### src/rtl/seg7_pkg.sv
// Shared 7-segment definitions: hex glyph table (active-high), the all-off
// pattern and a nibble-to-glyph lookup used by every display driver.
package seg7_pkg;

  localparam logic [6:0] SEG_OFF = 7'h7F;

  // Bit order {g,f,e,d,c,b,a}; 1 = segment lit
  localparam logic [6:0] GLYPH_TABLE [16] = '{
    7'h3F, 7'h06, 7'h5B, 7'h4F, 7'h66, 7'h6D, 7'h7D, 7'h07,
    7'h7F, 7'h6F, 7'h77, 7'h7C, 7'h39, 7'h5E, 7'h79, 7'h71
  };

  function automatic logic [6:0] hex_to_glyph(input logic [3:0] nibble);
    return GLYPH_TABLE[nibble];
  endfunction

endpackage

### src/rtl/seg7_glyph.sv
// Combinational hex nibble to active-low segment pattern {g,f,e,d,c,b,a}.
module seg7_glyph
  import seg7_pkg::*;
(
  input  logic [3:0] nibble_i,
  output logic [6:0] seg_o
);

  assign seg_o = ~hex_to_glyph(nibble_i);

endmodule

### src/rtl/seg7_scan_driver.sv
// Time-multiplexed common-anode hex display driver with tear-free updates,
// blanking, decimal points and leading-zero suppression. Optional macro
// SEG7_BRIGHTNESS_EN adds a 16-step per-slot brightness control.
module seg7_scan_driver
  import seg7_pkg::*;
#(
  parameter int N_DIGITS = 4,
  parameter int CLK_DIV  = 50000
) (
  input  logic                    clk,
  input  logic                    reset,
  input  logic                    load_i,
  input  logic [4*N_DIGITS-1:0]   value_i,
  input  logic [N_DIGITS-1:0]     blank_mask_i,
  input  logic [N_DIGITS-1:0]     dp_in_i,
  input  logic                    lzs_i,
`ifdef SEG7_BRIGHTNESS_EN
  input  logic [3:0]              bright_i,
`endif
  output logic [6:0]              seg_o,
  output logic                    dp_o,
  output logic [N_DIGITS-1:0]     an_o,
  output logic                    frame_done_o
);

  localparam int CW = $clog2(CLK_DIV);
  localparam int IW = $clog2(N_DIGITS);
  localparam logic [CW-1:0] CNT_MAX = CW'(CLK_DIV - 1);
  localparam logic [IW-1:0] IDX_MAX = IW'(N_DIGITS - 1);

  logic [CW-1:0]           cnt_q;
  logic [IW-1:0]           idx_q;
  logic                    tick;
  logic                    wrap;

  logic [4*N_DIGITS-1:0]   pendValue_q, actValue_q;
  logic [N_DIGITS-1:0]     pendBlank_q, actBlank_q;
  logic [N_DIGITS-1:0]     pendDp_q, actDp_q;
  logic                    pendValid_q;

  logic [6:0]              seg_q, segD;
  logic                    dp_q, dpD;
  logic [N_DIGITS-1:0]     an_q, anD;
  logic                    frameDone_q;

  logic [3:0]              curNibble;
  logic                    curBlank, curDp, suppressed, dimmed, digitOff;
  logic [6:0]              glyphSeg;

  assign tick = (cnt_q == CNT_MAX);
  assign wrap = tick && (idx_q == IDX_MAX);

  always_ff @(posedge clk) begin
    if (reset) begin
      cnt_q       <= '0;
      idx_q       <= '0;
      frameDone_q <= 1'b0;
    end else begin
      cnt_q       <= tick ? '0 : cnt_q + 1'b1;
      frameDone_q <= wrap;
      if (tick) idx_q <= wrap ? '0 : idx_q + 1'b1;
    end
  end

  // Shadow registers: new content only reaches the display at a frame wrap
  always_ff @(posedge clk) begin
    if (reset) begin
      pendValue_q <= '0;
      pendBlank_q <= '1;
      pendDp_q    <= '0;
      pendValid_q <= 1'b0;
      actValue_q  <= '0;
      actBlank_q  <= '1;
      actDp_q     <= '0;
    end else if (wrap && load_i) begin
      actValue_q  <= value_i;
      actBlank_q  <= blank_mask_i;
      actDp_q     <= dp_in_i;
      pendValid_q <= 1'b0;
    end else if (wrap && pendValid_q) begin
      actValue_q  <= pendValue_q;
      actBlank_q  <= pendBlank_q;
      actDp_q     <= pendDp_q;
      pendValid_q <= 1'b0;
    end else if (load_i) begin
      pendValue_q <= value_i;
      pendBlank_q <= blank_mask_i;
      pendDp_q    <= dp_in_i;
      pendValid_q <= 1'b1;
    end
  end

`ifdef SEG7_BRIGHTNESS_EN
  localparam int SUB_LEN = (CLK_DIV / 16 < 1) ? 1 : CLK_DIV / 16;
  localparam int SW      = (SUB_LEN > 1) ? $clog2(SUB_LEN) : 1;

  logic [SW-1:0] subCnt_q;
  logic [3:0]    subIdx_q;
  logic [3:0]    bright_q;

  // Sub-slot 0 is always lit, so bright_i is used live only in that cycle
  always_ff @(posedge clk) begin
    if (reset) begin
      subCnt_q <= '0;
      subIdx_q <= '0;
      bright_q <= '0;
    end else begin
      if (cnt_q == '0) bright_q <= bright_i;
      if (tick) begin
        subCnt_q <= '0;
        subIdx_q <= '0;
      end else if (subCnt_q == SW'(SUB_LEN - 1)) begin
        subCnt_q <= '0;
        if (subIdx_q != 4'hF) subIdx_q <= subIdx_q + 4'd1;
      end else begin
        subCnt_q <= subCnt_q + 1'b1;
      end
    end
  end

  assign dimmed = (subIdx_q != 4'd0) && (subIdx_q > bright_q);
`else
  assign dimmed = 1'b0;
`endif

  // Walk from the most significant digit down so allZero covers digits >= i
  always_comb begin
    logic allZero;
    allZero    = 1'b1;
    curNibble  = 4'h0;
    curBlank   = 1'b1;
    curDp      = 1'b0;
    suppressed = 1'b0;
    for (int i = N_DIGITS - 1; i >= 0; i--) begin
      allZero = allZero && (actValue_q[4*i +: 4] == 4'h0);
      if (idx_q == IW'(i)) begin
        curNibble  = actValue_q[4*i +: 4];
        curBlank   = actBlank_q[i];
        curDp      = actDp_q[i];
        suppressed = lzs_i && (i != 0) && allZero;
      end
    end
  end

  seg7_glyph u_glyph (
    .nibble_i (curNibble),
    .seg_o    (glyphSeg)
  );

  always_comb begin
    digitOff = curBlank || suppressed || dimmed;
    segD     = digitOff ? SEG_OFF : glyphSeg;
    dpD      = digitOff || !curDp;
    anD      = '1;
    for (int i = 0; i < N_DIGITS; i++) begin
      anD[i] = digitOff || (idx_q != IW'(i));
    end
  end

  always_ff @(posedge clk) begin
    if (reset) begin
      seg_q <= SEG_OFF;
      dp_q  <= 1'b1;
      an_q  <= '1;
    end else begin
      seg_q <= segD;
      dp_q  <= dpD;
      an_q  <= anD;
    end
  end

  assign seg_o        = seg_q;
  assign dp_o         = dp_q;
  assign an_o         = an_q;
  assign frame_done_o = frameDone_q;

endmodule

### config.mk
export PLATFORM = sky130hd
export DESIGN_NAME = seg7_scan_driver
export DESIGN_NICKNAME = d
export VERILOG_FILES = /design/src/rtl/seg7_pkg.sv /design/src/rtl/seg7_glyph.sv /design/src/rtl/seg7_scan_driver.sv
export SDC_FILE = /design/constraint.sdc
export NUM_CORES = 1
export LEC_CHECK = 0
export ABC_CLOCK_PERIOD_IN_PS = 5200
export CAP_MARGIN = 20
export CORE_AREA = 5 5 102 104
export CTS_BUF_LIST = sky130_fd_sc_hd__clkbuf_8
export CTS_CLUSTER_SIZE = 40
export DETAILED_ROUTE_END_ITERATION = 10
export DIE_AREA = 0 0 107 109
export HOLD_SLACK_MARGIN = 0.12
export SLEW_MARGIN = 15
export SYNTH_ARGS = -nofsm -noshare
export SYNTH_HDL_FRONTEND = slang
export SYNTH_SLANG_ARGS = --single-unit
### constraint.sdc
create_clock -name clk -period 5.2 [get_ports clk]
set_input_delay 1.04 -clock clk [delete_from_list [all_inputs] [get_ports clk]]
set_output_delay 1.04 -clock clk [all_outputs]
set_load 0.05 [all_outputs]
==> results of run 1 <==
-- per-stage QoR --
stage	util [%]	worst slack (ns)	area [um^2]
2_1_floorplan	-	2.78	3620
3_3_place_gp	42.9	1.91	4060
3_5_place_dp	42.9	1.85	4060
6_report	45.1	2.24	4260
4_1_cts	44.9	2.24	4250
5_1_grt	45.1	2.09	4260
-- power breakdown --
part           switching [mW]  internal, mW
sequential            0.00730         0.625
combinational          0.0397        0.0387
clock                   0.232         0.222
total                   0.279         0.886
-- cells in the final DEF (no fill, tap or decap), types with 5 or more instances in the layout --
master,synthesis,routed
dfxtp_1,80,80
nand2_1,76,76
nor2_1,40,40
clkdlybuf4s50_1,0,39
a21oi_1,29,29
a22oi_1,20,20
a22o_1,20,20
inv_1,13,14
ha_1,12,12
clkbuf_8,0,9
nand3b_1,8,8
o21ai_0,8,8
xor2_1,6,6
xnor2_1,5,5
-- final cells by class --
type	count	area [um^2]	area share (%)
repair buffers	43	422	9.89
inverters	13	48.8	1.14
flip-flops and latches	80	1600	37.6
clock buffers	9	124	2.91
clock inverters	7	71.3	1.67
well taps	114	143	3.35
multi-input cells	295	1850	43.5
-- routing by layer --
layer | GRT usage (%) | wire, um | vias up
li1 | - | - | 1504
met1 | 19.4 | 3870 | 1394
met2 | 23.5 | 3720 | 60
met3 | 3.97 | 310 | 8
met4 | 3.93 | 68 | 0
met5 | 0 | 0 | -
-- registers in the layout, indices dropped and copies added (netlist names) --
signal,flops
frame_done_o,1
an_o,4
dp_o,1
pendDp_q,4
pendBlank_q,4
pendValue_q,16
cnt_q,16
pendValid_q,1
actBlank_q,4
actValue_q,16
actDp_q,4
idx_q,2
seg_o,7
-- path summary, 6_finish.rpt --
path / startpoint / to / slack [ns] / cells after the start
worst max register to register: idx_q[0] / seg_o[3] / 2.39 / 9
worst min-delay path: cnt_q[0] / cnt_q[0] / 0.45 / 1
worst max-delay path: load_i / actBlank_q[0] / 2.24 / 5
worst min register to register: cnt_q[0] / cnt_q[0] / 0.45 / 1
-- worst register-to-register path: cells and delay by family, from the launching register on --
| family | cells | cell delay (ns) |
|---|---|---|
| adders and majority gates | 2 | 0.92 |
| AOI/OAI and AO/OA | 2 | 0.74 |
| and+or+nand+nor | 1 | 0.07 |
| buffers and inverters | 2 | 0.32 |
| DFF | 1 | 0.35 |
| muxes | 2 | 0.34 |
-- synthesized netlist by cell type, types with 5 or more instances --
library cell	instances	area share, %
a22o_1	20	4.8
a21oi_1	29	4.0
nor2_1	40	4.1
o21ai_0	8	1.1
dfxtp_1	80	44
clkbuf_1	16	1.7
xnor2_1	5	1.2
nand3b_1	8	1.7
xor2_1	6	1.5
ha_1	12	4.1
inv_1	13	1.3
nand2_1	76	7.9
a22oi_1	20	4.1
buf_2	11	1.5
-- cells by family after synthesis --
| logic type | count (synthesis) |
|---|---|
| adder cells (fa/ha/maj) | 12 |
| XOR/XNOR | 11 |
| AO/OA/AOI/OAI | 101 |
| multiplexers | 7 |
| buffers and inverters | 40 |
| AND/OR/NAND/NOR | 164 |
| flip-flops | 80 |
==> run metrics, run 1 <==
GP Congestion 0.747; vias in the first global route 2851; CTS H-tree depth 3; slowest stage delay, CP 0.64 ns; mapped cell area 0.00362 mm^2; prevailing post-synth register cell dfxtp_1; largest net degree at the start of global routing 56; crit share post-route 56.9%; Worst Skew 0.0119 ns; worst-case clock buffer depth 2; setup repair bufs after CTS 0; register area share after synthesis 44.3%; CP endpoint kind flip-flop; Crit path buffers/inverters 2; Top Family by Delay on Critical Path simple AND/OR/NAND/NOR gates; post-route ant nets 0; Hold-fix buffers, CTS 0; first-pass GRT wire length 13.8 mm; # resized after CTS 0; Num CTS Buffers 9; Pwr Total 1.16 mW; Worst EP required 5.44 ns; Max FO, Critical Path 32; ant diodes 0; Vias 2966; Synth async-reset ratio 0%; final std cells w/o fill 561; fraction of layout instances using a drive strength above 1 8.05%; CTS root buffer clkbuf_8; main combinational cell family by area after synthesis simple AND/OR/NAND/NOR gates; leakage power 1.52 nW; Cells after DPL 544; Synth Area in XOR/XNOR 2.66%; CP arrival 3.19 ns; Detail Placement HPWL 5.44 mm; height of the die 109 um; Hold Crit Class flip-flop to flip-flop; Avg Inst Size Synth 8.72 um^2; number of port buffers 40; TritonCTS clock tree done; maximum VDD drop 0.140 mV; GRT Total Usage 14.6%; setup TNS 0 ns; I/O Pins 41; Clock transition at path regs 0.08 ns; Final Max Tran Viols 0; Fillers 945; DIE AREA 0.0117 mm^2; simple-gate share of the synthesized area 22.0%; Post-synth EDFFs 0; final count of negative-setup-slack endpoints 0; critical path class input port to flip-flop; Via density 5.29; run status complete, no violations; max-cap viol count 0; Residual DRC 0; final-stage net count 482; post-synthesis mux area share 2.04%; initial antenna violation count 0; Yosys reg bits 80; Power Dens Cells 273 mW/mm^2; # clock sinks 80; Max Freq 338 MHz; DR pass1 iterations 4; Area Overhead vs Synth 17.8%; Clk Latency, worst-skew pair 0.35 ns; crit-path cells clkdlybuf4s50_1 > buf_4 > or2_2 > nand3_1 > a221o_1; Starting Density 38.3%; synth unique cells 53; YS warnings 0; final wirelength 7.97 mm; num rows 36; Iter 0 DRT Violations 204; Synth Area in Compound Gates 20.3%; core area 0.00946 mm^2; Syn Nets 455; RSZ-0062 raised after global routing no; Gate Count Post-Synth 415; Critical Path Start Type input port; fin crit period 2.96 ns; Slew HR 32.8%; Worst Max-Slew Pin Slew 1.01 ns; Slowest-stage cell, CP nand3_1; Fin. Hold Viols 0; Hold Slack 0.453 ns; Post-Synth Adder-Cell Area 4.15%; Overflow after GRT 0; drt wl/cell 14.2 um; Die Width 107 um
Power figures use the tool's default switching activity.
==> run 2: changes to the inputs <==
--- a/config.mk
+++ b/config.mk
@@ -5,7 +5,7 @@
 export SDC_FILE = /design/constraint.sdc
 export NUM_CORES = 1
 export LEC_CHECK = 0
-export ABC_CLOCK_PERIOD_IN_PS = 5200
+export ABC_CLOCK_PERIOD_IN_PS = 3100
 export CAP_MARGIN = 20
 export CORE_AREA = 5 5 102 104
 export CTS_BUF_LIST = sky130_fd_sc_hd__clkbuf_8
==> constraint.sdc (replaced) <==
create_clock -name clk -period 3.1 [get_ports clk]
set_input_delay 0.62 -clock clk [delete_from_list [all_inputs] [get_ports clk]]
set_output_delay 0.62 -clock clk [all_outputs]
set_load 0.05 [all_outputs]
==> run 2 against run 1 <==
Worst hold slack got worse by 0.00056 ns. Die area did not move. Sequential power rose by 67%. Clock power rose by 88%. Via count fell by 0.91%. Cell count rose by 0.71%. Non-clock buffer count rose by 5. Wire length rose by 0.95%. Sequential cell count did not move. Critical endpoint is now seg_o[3]. Highest routed layer unchanged.
==> run metrics, run 2 (synthesis gave the netlist of run 1 again) <==
Pwr Total 2.04 mW; Power Dens Cells 472 mW/mm^2; I/O Pins 41; leakage power 1.56 nW; CTS H-tree depth 3; post-route ant nets 0; TritonCTS clock tree done; number of port buffers 40; # resized after CTS 0; Overflow after GRT 0; Residual DRC 0; CP endpoint kind flip-flop; grt met2 use 23.5%; final-stage net count 487; Detail Placement HPWL 5.52 mm; core area 0.00946 mm^2; flop-to-flop setup slack 0.40 ns; grt met3 use 3.55%; Worst EP required 3.38 ns; ant diodes 0; critical path class flip-flop to flip-flop; Max Freq 370 MHz; Iter 0 DRT Violations 139; Via density 5.20; max-cap viol count 0; grt met1 use 19.4%; DIE AREA 0.0117 mm^2; most frequent cells in the layout dfxtp_1 (80), nand2_1 (76), nor2_1 (40); DR pass1 iterations 5; biggest regs actValue_q x16, cnt_q x16, pendValue_q x16; GRT Total Usage 14.6%; Hold-fix buffers, CTS 0; Hold Crit Class flip-flop to flip-flop; drt wl/cell 14.2 um; Num CTS Buffers 9; Vias 2939; final count of negative-setup-slack endpoints 0; Worst Max-Slew Pin Slew 0.624 ns; initial antenna violation count 0; # clock sinks 80; vias in the first global route 2826; Starting Density 38.3%; Fin. Hold Viols 0; Critical Path Start Type flip-flop; Area Overhead vs Synth 19.6%; Final Max Tran Viols 0; setup TNS 0 ns; Max FO, Critical Path 16; RSZ-0062 raised after global routing no; GP Congestion 0.777; setup repair bufs after CTS 0; Clock transition at path regs 0.08 ns; largest net degree at the start of global routing 50; num rows 36; Clk Latency, worst-skew pair 0.34 ns; Hold Slack 0.452 ns; worst-case clock buffer depth 2; maximum VDD drop 0.267 mV; most common library cell in the layout ignoring fill and taps dfxtp_1; most used routing layer met2; CP arrival 2.99 ns; crit share post-route 87.2%; Die Width 107 um; final wirelength 8.05 mm; first-pass GRT wire length 13.8 mm; run status complete, no violations; CTS root buffer clkbuf_8; Slew HR 58.4%; fraction of layout instances using a drive strength above 1 9.31%; fin crit period 2.70 ns; height of the die 109 um; Worst Skew 0.00650 ns
[run 2: cell count changes in the layout (fill, tap and decap cells not counted), sizes merged]
cell / change
clkinvlp: -1
inv: -2
buf: +5
clkbuf: +1
bufinv: +1
[run 2: power by group]
group	leakage [nW]	switching, mW	internal [mW]
Combinational	0.802	0.0662	0.0665
Sequential	0.651	0.0121	1.05
Clock	0.108	0.379	0.471
Total	1.56	0.457	1.59
[run 2: layout make-up]
class,instances,area (um^2)
clock buffer,10,138
clock inverter,5,81.3
fill,930,5130
inverter,13,48.8
multi-input combinational,295,1860
sequential,80,1600
tap,114,143
timing repair buffer,48,459
[run 2: path summary, 6_finish.rpt]
path,from,to,depth (start not counted)
setup / recovery,idx_q[0],seg_o[3],9
hold / removal,cnt_q[0],cnt_q[0],1
setup reg to reg,idx_q[0],seg_o[3],9
hold reg to reg,cnt_q[0],cnt_q[0],1
[run 2: stage by stage]
stage / instances / area, um^2 / worst slack, ns / util [%]
floorplan: 415 / 3620 / 0.677 / -
global placement: 549 / 4090 / 0.311 / 43.3
detailed placement: 550 / 4110 / 0.415 / 43.4
CTS: 565 / 4330 / 0.371 / 45.7
global route: 565 / 4330 / 0.0406 / 45.7
finish: 565 / 4330 / 0.397 / 45.7
[run 2: metal layers]
metal / wire length [um] / share of wire (%)
met4: 103 / 1.3
met5: 0 / 0
met2: 3630 / 45
met3: 327 / 4.1
met1: 3980 / 50
[run 2: worst max-delay path, stage by stage, from the launching register on]
cell and delay (ns):
dfxtp_1 0.36, inv_1 0.10, ha_1 0.54, a211oi_1 0.09, a221oi_1 0.58, inv_1 0.22, ha_1 0.36, mux2i_1 0.06
mux2_2 0.28, nand2_1 0.06
